$ cat src/rtl/instr_fetch_unit.sv
// ============================================================================
// instr_fetch_unit - RV32 fetch stage: PC, req/gnt fetch, PC tag queue and an
// instruction FIFO to the decoder. Optional macro: ILLEGAL_OPCODE_FILTER_EN.
// Revision: 1.0
// ============================================================================
`default_nettype none

module instr_fetch_unit #(
    parameter logic [31:0] RESET_PC   = 32'h0000_0000,
    parameter int unsigned FIFO_DEPTH = 2
) (
    input  logic        clk,
    input  logic        reset,
    output logic        imem_req,
    output logic [31:0] imem_addr,
    input  logic        imem_gnt,
    input  logic        imem_rvalid,
    input  logic [31:0] imem_rdata,
    input  logic        redirect,
    input  logic [31:0] redirect_pc,
    output logic        if_valid,
    input  logic        if_ready,
    output logic [31:0] if_instruction,
`ifdef ILLEGAL_OPCODE_FILTER_EN
    output logic        if_illegal,
`endif
    output logic [31:0] if_pc
);

    localparam int          PTR_W     = $clog2(FIFO_DEPTH);
    localparam int          CNT_W     = PTR_W + 1;
    localparam logic [31:0] NOP       = 32'h0000_0013;
    localparam logic [CNT_W:0] DEPTH_EXT = (CNT_W + 1)'(FIFO_DEPTH);

    typedef enum logic [0:0] {
        ST_FETCH = 1'b0,
        ST_DRAIN = 1'b1
    } state_e;

    state_e             state_q, state_d;
    logic [31:0]        pc_q, pc_d;
    logic [CNT_W-1:0]   outst_q, outst_d;
    logic [CNT_W-1:0]   discard_q, discard_d;

    logic [31:0]        tag_mem_q [FIFO_DEPTH];
    logic [PTR_W-1:0]   tag_wr_q, tag_rd_q;

    logic [31:0]        instr_mem_q [FIFO_DEPTH];
    logic [31:0]        pcm_mem_q   [FIFO_DEPTH];
    logic [PTR_W-1:0]   fifo_wr_q, fifo_wr_d;
    logic [PTR_W-1:0]   fifo_rd_q, fifo_rd_d;
    logic [CNT_W-1:0]   fifo_cnt_q, fifo_cnt_d;

    logic               w_issue;
    logic               w_push;
    logic               w_pop;
    logic [CNT_W-1:0]   w_outst_after_resp;
    logic [31:0]        w_push_instr;

    // Slots are reserved at request time, so responses can always be absorbed.
    assign imem_req  = reset && (state_q == ST_FETCH) && !redirect &&
                       (({1'b0, outst_q} + {1'b0, fifo_cnt_q}) < DEPTH_EXT);
    assign imem_addr = pc_q;

    assign w_issue = imem_req && imem_gnt;
    assign w_push  = imem_rvalid && (discard_q == '0) && !redirect;
    assign w_pop   = if_valid && if_ready && !redirect;
    assign w_outst_after_resp = outst_q - CNT_W'(imem_rvalid);

`ifdef ILLEGAL_OPCODE_FILTER_EN
    logic w_legal;
    logic ill_mem_q [FIFO_DEPTH];

    always_comb begin
        w_legal = 1'b0;
        case (imem_rdata[6:0])
            7'b0110011, 7'b0010011, 7'b0000011, 7'b0100011,
            7'b1100011, 7'b0110111, 7'b1101111: w_legal = 1'b1;
            default:                            w_legal = 1'b0;
        endcase
    end

    assign w_push_instr = w_legal ? imem_rdata : NOP;
    assign if_illegal   = if_valid && ill_mem_q[fifo_rd_q];

    always_ff @(posedge clk or negedge reset) begin
        if (!reset) begin
            for (int i = 0; i < FIFO_DEPTH; i++) ill_mem_q[i] <= 1'b0;
        end else if (w_push) begin
            ill_mem_q[fifo_wr_q] <= !w_legal;
        end
    end
`else
    assign w_push_instr = imem_rdata;
`endif

    always_comb begin
        pc_d      = pc_q;
        outst_d   = outst_q + CNT_W'(w_issue) - CNT_W'(imem_rvalid);
        discard_d = discard_q;
        state_d   = state_q;

        if (redirect) begin
            pc_d = redirect_pc & 32'hFFFF_FFFC;
        end else if (w_issue) begin
            pc_d = pc_q + 32'd4;
        end

        if (imem_rvalid && (discard_q != '0)) begin
            discard_d = discard_q - CNT_W'(1);
        end

        case (state_q)
            ST_FETCH: begin
                if (redirect) begin
                    discard_d = w_outst_after_resp;
                    state_d   = (w_outst_after_resp != '0) ? ST_DRAIN : ST_FETCH;
                end
            end
            ST_DRAIN: begin
                // A redirect here only retargets pc; the discard count stands.
                if (discard_d == '0) state_d = ST_FETCH;
            end
            default: state_d = ST_FETCH;
        endcase
    end

    always_comb begin
        fifo_wr_d  = fifo_wr_q;
        fifo_rd_d  = fifo_rd_q;
        fifo_cnt_d = fifo_cnt_q;
        if (redirect) begin
            fifo_rd_d  = fifo_wr_q;
            fifo_cnt_d = '0;
        end else begin
            if (w_push) fifo_wr_d = fifo_wr_q + PTR_W'(1);
            if (w_pop)  fifo_rd_d = fifo_rd_q + PTR_W'(1);
            fifo_cnt_d = fifo_cnt_q + CNT_W'(w_push) - CNT_W'(w_pop);
        end
    end

    always_ff @(posedge clk or negedge reset) begin
        if (!reset) begin
            state_q    <= ST_FETCH;
            pc_q       <= RESET_PC;
            outst_q    <= '0;
            discard_q  <= '0;
            tag_wr_q   <= '0;
            tag_rd_q   <= '0;
            fifo_wr_q  <= '0;
            fifo_rd_q  <= '0;
            fifo_cnt_q <= '0;
            for (int i = 0; i < FIFO_DEPTH; i++) begin
                tag_mem_q[i]   <= '0;
                instr_mem_q[i] <= NOP;
                pcm_mem_q[i]   <= '0;
            end
        end else begin
            state_q    <= state_d;
            pc_q       <= pc_d;
            outst_q    <= outst_d;
            discard_q  <= discard_d;
            fifo_wr_q  <= fifo_wr_d;
            fifo_rd_q  <= fifo_rd_d;
            fifo_cnt_q <= fifo_cnt_d;
            if (w_issue) begin
                tag_mem_q[tag_wr_q] <= pc_q;
                tag_wr_q            <= tag_wr_q + PTR_W'(1);
            end
            // Tags are popped for every response, kept or discarded.
            if (imem_rvalid) begin
                tag_rd_q <= tag_rd_q + PTR_W'(1);
            end
            if (w_push) begin
                instr_mem_q[fifo_wr_q] <= w_push_instr;
                pcm_mem_q[fifo_wr_q]   <= tag_mem_q[tag_rd_q];
            end
        end
    end

    assign if_valid       = (fifo_cnt_q != '0);
    assign if_instruction = if_valid ? instr_mem_q[fifo_rd_q] : NOP;
    assign if_pc          = if_valid ? pcm_mem_q[fifo_rd_q]   : 32'h0;

endmodule

`default_nettype wire
$ cat config.mk
export PLATFORM = sky130hd
export DESIGN_NAME = instr_fetch_unit
export DESIGN_NICKNAME = d
export VERILOG_FILES = /design/src/rtl/instr_fetch_unit.sv
export SDC_FILE = /design/constraint.sdc
export NUM_CORES = 1
export LEC_CHECK = 0
export CAP_MARGIN = 15
export CORE_MARGIN = 2
export CORE_UTILIZATION = 60
export DETAILED_ROUTE_END_ITERATION = 8
export DONT_BUFFER_PORTS = 1
export GPL_TIMING_DRIVEN = 0
export HOLD_SLACK_MARGIN = 0.05
export PLACE_DENSITY = 0.76
export RECOVER_POWER = 100
export SETUP_SLACK_MARGIN = 0.15
export SYNTH_ARGS = -nofsm -noshare
export SYNTH_HDL_FRONTEND = slang
export SYNTH_SLANG_ARGS = --single-unit
$ cat constraint.sdc
create_clock -name clk -period 3.7 [get_ports clk]
set_input_delay 0.185 -clock clk [delete_from_list [all_inputs] [get_ports clk]]
set_output_delay 0.185 -clock clk [all_outputs]
set_load 0.02 [all_outputs]
=== Word level (Yosys, flattened, before mapping) ===
Cells that the tools add are included.

* Flip-flop bits (word level): 235
* Output and inout bits: 98
* Word-level logic and storage cells: 90

* $add $sub $neg: 12
* Magnitude comparators: 7
* Multiplexer cells: 30
* Bitwise gates (word level): 6
* Reduce and logical (&&, ||, !) cells: 20

{| class="wikitable"
|+ Operator list
! cell !! number
|-
| 32-bit 2-to-1 mux || 15
|-
| 64-bit bitwise mux || 3
|-
| 32-bit demux with 1-bit select || 2
|-
| 32-bit by 3-bit adder with 32-bit output, second input constant || 1
|-
| 1-bit logical AND || 11
|-
| 2-bit nonzero test || 5
|-
| 2-bit >= comparator, second input constant || 4
|-
| 2-bit 2-to-1 mux || 4
|-
| 1-bit inverter with 2-bit output || 4
|-
| 2-bit by 1-bit subtractor with 2-bit output || 3
|-
| 1-bit 2-to-1 mux || 5
|-
| 1-bit adder, second input constant || 4
|-
| 2-bit by 1-bit adder with 2-bit output || 2
|-
| 2-bit zero test || 2
|-
| 2-bit by 1-bit < comparator with 1-bit output, second input constant || 2
|-
| 2-bit by 2-bit adder with 3-bit output || 1
|-
| 3-bit by 2-bit < comparator with 1-bit output, second input constant || 1
|-
| 1-bit inverter || 2
|-
| 1-bit one-hot mux with 2 select lines || 1
|-
| 2-bit AND reduction || 1
|-
| 2-bit by 1-bit subtractor with 2-bit output, second input constant || 1
|-
| 1-bit zero test || 1
|}

=== Longest topological paths before layout ===
Gate-level depths: netlist of run 1.

* Depth after elaboration: 7
* Mapped depth: 12
* Mapped depth without buffers: 10

=== Worst setup path after synthesis of run 1 ===
No wires, ideal clock.

* Path kind: register -> register
* Start: register outst_q[0]
* End: register outst_q[1]
* Library setup time: 123 ps
* Data arrival time: 2,558 ps
* Setup slack: 1,020 ps
* Stages on the path, launching flop included: 13
* Clock period less this slack: 2,680 ps
* Cell sequence: dfrtp_1 > and2_1 > fa_1 > nor4_1 > and3_1 > buf_2 > inv_2 > clkbuf_1 > ha_1 > inv_1 > ha_1 > xnor2_1 > xnor2_1

* Cells in the longest elaborated chain, start to end: 6

{| class="wikitable"
|+ RTL lines
! element !! line !! RTL
|-
| from (decl) || 42 || <nowiki>logic [CNT_W-1:0] outst_q, outst_d;</nowiki>
|-
| from (signal assigned) || 161 || <nowiki>outst_q <= outst_d;</nowiki>
|-
| 2-bit by 2-bit adder with 3-bit output || 62 || <nowiki>(({1'b0, outst_q} + {1'b0, fifo_cnt_q}) < DEPTH_EXT);</nowiki>
|-
| 3-bit by 2-bit < comparator with 1-bit output || 62 ||
|-
| 1-bit logical AND || 61 || <nowiki>assign imem_req = reset && (state_q == ST_FETCH) && !redirect &&</nowiki>
|-
| 1-bit logical AND || 65 || <nowiki>assign w_issue = imem_req && imem_gnt;</nowiki>
|-
| 2-bit by 1-bit adder with 2-bit output (*) || 99 || <nowiki>outst_d = outst_q + CNT_W'(w_issue) - CNT_W'(imem_rvalid);</nowiki>
|-
| 2-bit by 1-bit subtractor with 2-bit output (*) || 99 ||
|-
| named net outst_d[1] || 42 ||
|}

The timed path passes the listed nets; every way through them passes the cells marked *.
A chain may end at the register's enable or synchronous reset.

=== Worst setup path after layout of run 1 ===
Ends and elaborated chain as after synthesis.

==> results.json, run 1 <==
{
  "outcome": "finished with violations",
  "violations": "negative hold slack",
  "die-area_um2": 18290,
  "drt-total-wl_mm": 23.99,
  "end_kind": "flip-flop",
  "async_reset_ff_share_pct": 100.0,
  "synthDistinctLibCells": 44,
  "port-buffer-count": 0,
  "drt_iter0_markers": 493,
  "synthXorXnorAreaFrac_pct": 1.271,
  "reg2regPathDepth": 12,
  "final_hold_viol_count": 225,
  "synth_most_common_cell": "dfrtp_1",
  "final_antenna_net_count": 0,
  "avgSynthCellArea_um2": 11.40,
  "leakagePower_nw": 5.404,
  "r2r_end": "outst_q[1]",
  "grt_max_degree": 228,
  "internal_power_w": 0.006348,
  "grt_pass1_vias": 7468,
  "design.core.area_um2": 16700,
  "grtUsageMet1_pct": 37.37,
  "synth-seq-cells": 225,
  "crit_fanout": 10,
  "power.density_nw_per_um2": 786.0,
  "crit_arrival_ns": 3.72,
  "synth-simple-area-share_pct": 10.19,
  "antennaDiodeCount": 0,
  "synth_top_cell_by_area": "dfrtp_1",
  "slew_headroom_pct": 45.29,
  "start_util_pct": 61.89,
  "multi_input_area_um2": 4413,
  "via_count": 7297,
  "fin_hold_ws_ns": -0.6238,
  "synth_area_leaders": "dfrtp_1, mux2_2, mux2i_1",
  "root_buffer": "clkbuf_16",
  "hold_class": "input pin to asynchronous set/reset pin",
  "synth_top_cell_area_share_pct": 53.02,
  "crit_required_ns": 4.13,
  "tightest_slew_ns": 0.8206,
  "wl_per_cell_um": 19.38,
  "synth_edf_count": 0,
  "insertion_delay_ns": 0.51,
  "timing.rr.start": "outst_q[0]",
  "rsz0062_at_grt": "false",
  "slowest_delay_ns": 0.46,
  "dr.pass1.iters": 5,
  "power_frac_seq_pct": 43.4,
  "finalNonFillerCells": 1238,
  "synth_compound_area_share_pct": 7.094,
  "antenna_found_initial": 0,
  "pwr-share-comb_pct": 30.3,
  "grt_usage_pct": 26.79,
  "grtUsageMet2_pct": 42.84,
  "top_usage_layer": "met2",
  "synth_mux_area_share_pct": 22.89,
  "ctsHoldBuffers": 64,
  "worstSetupPathType": "flip-flop to flip-flop",
  "crit_chain": "and2_0 -> fa_1 -> nor4_2 -> and3_1 -> buf_2 -> inv_1 -> clkbuf_1 -> ha_1 -> inv_1 -> ha_1 -> xnor2_1 -> xnor2_1",
  "met3_usage_pct": 5.499,
  "overflow": 0,
  "fillers": 1176,
  "syn_to_final_growth_pct": 17.01,
  "slew_violations": 0,
  "ys_seq_area_share_pct": 54.55,
  "gp_congestion": 0.8446,
  "seq_area_um2": 5638,
  "synth_adder_area_share_pct": 1.041,
  "setup_tns_ns": 0,
  "cp-startpoint": "outst_q[0]",
  "path_clk_slew_ns": 0.06,
  "crit_slowest_cell": "fa_1",
  "die_x_um": 135.3,
  "synth_top_family_by_area": "multiplexers",
  "cts_max_level": 1,
  "synthCells": 907,
  "numCtsBuffers": 24,
  "syn-cell-area_um2": 10340,
  "yosysWarnings": 0,
  "skew_ns": 0.01589,
  "finalCriticalPeriod_ns": 3.289,
  "fin_area_um2": 12090,
  "endpoint": "outst_q[1]",
  "finalSetupViolCount": 0,
  "hpwl_mm": 15.88,
  "max_clock_freq_mhz": 304.0,
  "p_clk_share_pct": 26.3,
  "fp.dieH_um": 135.3,
  "fin_crit_sh_pct": 88.89,
  "power_switching_share_pct": 33.22,
  "io_pins": 168,
  "synth_common_cells": "dfrtp_1, mux2_2, nor2_1",
  "critical_path.startpoint_type": "flip-flop",
  "tritoncts": "yes",
  "place_inst": 1130,
  "viasPerCell": 5.894,
  "drv_cap": 0,
  "nets": 1078,
  "drc": 0,
  "max-vdd-ir-drop_mv": 0.4775,
  "cts_sinks": 225,
  "grt_pass1_wl_mm": 38.92,
  "drive_above_1_share_pct": 17.68,
  "ys.flop_type": "dfrtp_1",
  "place_area_um2": 10620,
  "final_core_util_pct": 72.42,
  "rows": 47,
  "clock_path_buffers": 3,
  "p_switching_w": 0.003158,
  "r2r_slack_ns": 0.41
}
[kinds of logic (layout without fill, tap and decap cells)]
group	Yosys count	in the layout
adders and majority gates	8	8
DFF	225	225
AOI/OAI and AO/OA	126	126
other	1	4
and+or+nand+nor	240	240
buffers and inverters	71	179
muxes	221	221
xor gates and xnor gates	15	15
[metrics by stage]
stage                     setup slack [ns]  total power (W)
after global placement              0.4572         0.006818
final                               0.4110         0.009506
after floorplan                      1.020         0.006283
after global routing                0.1627          0.01008
after detailed placement            0.4193         0.006964
after CTS                           0.3996         0.009544
[timing repair]
action                                  4_1_cts  5_1_grt
resized for setup                             0        1
endpoints found under the hold margin       324      225
endpoints found under the setup margin        0        1
buffers inserted                              0        0
[worst min path at each step]
stage,startpoint,end,cells past startpoint
CTS,reset,instr_mem_q[61],0
detailed placement,reset,instr_mem_q[21],0
finish,reset,instr_mem_q[61],0
floorplan,reset,discard_q[0],0
global route,reset,instr_mem_q[21],0
global placement,reset,instr_mem_q[21],0
[sequential cells by signal, indices dropped and copies added (netlist names)]
register     count
instr_mem_q     64
pcm_mem_q       60
tag_mem_q       60
imem_addr       30
discard_q        2
fifo_cnt_q       2
outst_q          2
fifo_rd_q        1
fifo_wr_q        1
state_q          1
tag_rd_q         1
tag_wr_q         1
[cell type report]
cell class                      instances  share of cell area (%)
Sequential cell                       225                   46.62
Multi-Input combinational cell        614                   36.49
Clock buffer                           38                   6.238
Timing Repair Buffer                   64                   5.297
Tap cell                              220                   2.276
Buffer                                 61                   2.038
Clock inverter                          6                  0.7345
Inverter                               10                  0.3104
[placed cells by master (no fill, tap or decap), drive strengths merged, types with 2 or more instances in the layout]
cell type    count
dfrtp          219
xnor2            7
o211ai           7
dlygate4sd3     64
and3             6
and2             5
a21oi           36
nand2b           3
o21ai           56
ha               7
xor2             8
nand4           14
a221o            3
inv             11
clkbuf          91
o311ai           8
conb             4
buf              8
clkinv           2
a22oi            2
nor4             3
a31o             4
dfstp            6
nor2           113
nand3           20
a31oi            5
nand2           68
bufinv           2
mux2           123
nor3             6
mux2i           98
a21o             3
[routing by layer]
metal | up-vias | routed length, um
met5 | - | 0
met4 | 0 | 524
met3 | 46 | 1782
met2 | 285 | 11150
met1 | 3603 | 10540
li1 | 3363 | -
[power by group through the flow]
| stage | clock network (W) | registers (W) | logic (W) |
|---|---|---|---|
| finish | 0.00250 | 0.00413 | 0.00288 |
| global route | 0.00264 | 0.00425 | 0.00319 |
| CTS | 0.00253 | 0.00412 | 0.00289 |
| detailed placement | 0 | 0.00416 | 0.00280 |
| global placement | 0 | 0.00410 | 0.00272 |
| floorplan | 0 | 0.00397 | 0.00231 |
[critical path: cells and delay by family, from the launching register on]
kind / cells / cell delay, ns
adders and majority gates: 3 / 0.99
and+or+nand+nor: 3 / 0.81
buffers and inverters: 4 / 0.71
DFF: 1 / 0.39
xor gates and xnor gates: 2 / 0.30
(Power assumes the default switching activity.)
==> run 2: changes to the inputs <==
--- a/config.mk
+++ b/config.mk
@@ -12,7 +12,7 @@
 export DONT_BUFFER_PORTS = 1
 export GPL_TIMING_DRIVEN = 0
 export HOLD_SLACK_MARGIN = 0.05
-export PLACE_DENSITY = 0.76
+export PLACE_DENSITY = 0.86
 export RECOVER_POWER = 100
 export SETUP_SLACK_MARGIN = 0.15
 export SYNTH_ARGS = -nofsm -noshare
==> run 2 against run 1 <==
Clock power increased by 2%; global-route usage is 2.3 points higher; the flow still finishes with violations (negative hold slack); via count grew 3.6%; highest routed layer unchanged; critical path type unchanged; power up 2.0%; worst setup slack got worse by 0.23 ns; clock skew down 0.0079 ns; sequential share of layout area about the same.
==> results.json, run 2 (same netlist as run 1, synthesis figures left out) <==
{
  "finalCriticalPeriod_ns": 3.514,
  "gp_congestion": 0.8569,
  "fin_area_um2": 12090,
  "overflow": 0,
  "rsz0062_at_grt": "false",
  "max_clock_freq_mhz": 284.6,
  "final_hold_viol_count": 225,
  "p_clk_share_pct": 26.3,
  "cts_max_level": 1,
  "setup_tns_ns": 0,
  "slew_headroom_pct": 45.15,
  "largest_register_ffs": 64,
  "nets": 1077,
  "grt_pass1_wl_mm": 41.75,
  "wl_per_cell_um": 21.33,
  "grt_pass1_vias": 7903,
  "drt_iter0_markers": 637,
  "slew_violations": 0,
  "final_common_cell": "dfrtp_1",
  "worstSetupPathType": "flip-flop to flip-flop",
  "top_regs": "instr_mem_q x64, pcm_mem_q x60, tag_mem_q x60",
  "power_frac_seq_pct": 43.1,
  "crit_required_ns": 4.11,
  "fp.dieH_um": 135.3,
  "ctsHoldBuffers": 64,
  "postCtsSetupBuffers": 0,
  "insertion_delay_ns": 0.50,
  "fin_hold_ws_ns": -0.6177,
  "clock_path_buffers": 3,
  "drv_cap": 0,
  "top_register": "instr_mem_q",
  "outcome": "finished with violations",
  "setup_ws_ns": 0.1859,
  "syn_to_final_growth_pct": 16.97,
  "die_x_um": 135.3,
  "pwr-share-comb_pct": 30.6,
  "port-buffer-count": 0,
  "final_antenna_net_count": 0,
  "hold_class": "input pin to asynchronous set/reset pin",
  "p_switching_w": 0.003269,
  "tritoncts": "yes",
  "via_count": 7562,
  "antennaDiodeCount": 0,
  "antenna_found_initial": 0,
  "critical_path.startpoint_type": "flip-flop",
  "drt-total-wl_mm": 26.35,
  "fin_crit_sh_pct": 94.98,
  "grt_usage_pct": 29.05,
  "die-area_um2": 18290,
  "violations": "negative hold slack",
  "hpwl_mm": 16.17,
  "end_kind": "flip-flop",
  "path_clk_slew_ns": 0.06,
  "crit_fanout": 10,
  "numCtsBuffers": 23,
  "cts_sinks": 225,
  "power_switching_share_pct": 33.73,
  "root_buffer": "clkbuf_16",
  "rows": 47,
  "drc": 0,
  "final_cell_mix": "dfrtp_1, mux2_2, nor2_1",
  "design.core.area_um2": 16700,
  "leakagePower_nw": 5.398,
  "internal_power_w": 0.006424,
  "drive_above_1_share_pct": 17.34,
  "finalSetupViolCount": 0,
  "place_area_um2": 10620,
  "dr.pass1.iters": 6,
  "start_util_pct": 61.89,
  "io_pins": 168,
  "grt_max_degree": 228,
  "post-place-ws_ns": 0.3432,
  "crit_arrival_ns": 3.93,
  "tightest_slew_ns": 0.8228,
  "viasPerCell": 6.123,
  "power.density_nw_per_um2": 801.7,
  "skew_ns": 0.008018,
  "max-vdd-ir-drop_mv": 0.4432
}
## run 2: changes by cell type in the layout (fill, tap and decap cells not counted), sizes merged
cell    delta
inv        -1
clkinv     -1
bufinv     +3
clkbuf     -4
## run 2: final cells by class
type	instances	area, um2
clock inverters	7	162.7
clock buffers	34	676.9
flip-flops and latches	225	5638
plain buffers	61	246.5
well taps	220	275.3
inverters	10	37.54
multi-input cells	614	4413
repair buffers	64	640.6
fillers	1132	4611
## run 2: layer usage
metal | track usage (%) | up-vias | share of wire [%]
met5 | 0 | - | 0
met1 | 38.40 | 3757 | 41
li1 | - | 3364 | -
met2 | 49.41 | 373 | 49
met3 | 4.302 | 68 | 7.2
met4 | 10.24 | 0 | 2.4
## run 2: through the flow
step / cells / total power (W) / utilization (%)
3_3_place_gp: 1130 / 0.006805 / 63.61
6_report: 1235 / 0.009693 / 72.39
2_1_floorplan: 910 / 0.006283 / -
3_5_place_dp: 1130 / 0.006993 / 63.61
4_1_cts: 1235 / 0.009666 / 72.47
5_1_grt: 1235 / 0.01018 / 72.39
## run 2: critical path, stage by stage (launching register included)
cell and delay (ns):
dfrtp_1 0.41, and2_0 0.19, fa_1 0.47, nor4_2 0.42, and3_1 0.20, buf_2 0.27
inv_1 0.19, clkbuf_1 0.31, ha_1 0.36, inv_1 0.04, ha_1 0.18, xnor2_1 0.22
xnor2_1 0.17
## run 2: worst paths after layout
check                                  endpoint          from  cells after the start  slack (ns)
worst min register to register     pcm_mem_q[2]  pcm_mem_q[2]                      2        0.48
worst min-delay path            instr_mem_q[20]         reset                      0       -0.62
worst max-delay path                 outst_q[1]    outst_q[0]                     12        0.19
worst max register to register       outst_q[1]    outst_q[0]                     12        0.19
min in group clk                      fifo_rd_q      if_ready                      3        0.08
max in group asynchronous         tag_mem_q[49]         reset                      0        3.74
## run 2: repair_timing
item,CTS,global route
endpoints found under the setup margin,0,1
endpoints found under the hold margin,324,225
gates resized for setup,0,1
## run 2: power by group through the flow
stage / clock network (W) / registers (W) / logic, W
6_report: 0.00254 / 0.00418 / 0.00297
5_1_grt: 0.00268 / 0.00429 / 0.00322
4_1_cts: 0.00257 / 0.00415 / 0.00295
3_5_place_dp: 0 / 0.00417 / 0.00282
3_3_place_gp: 0 / 0.00409 / 0.00271
2_1_floorplan: 0 / 0.00397 / 0.00231
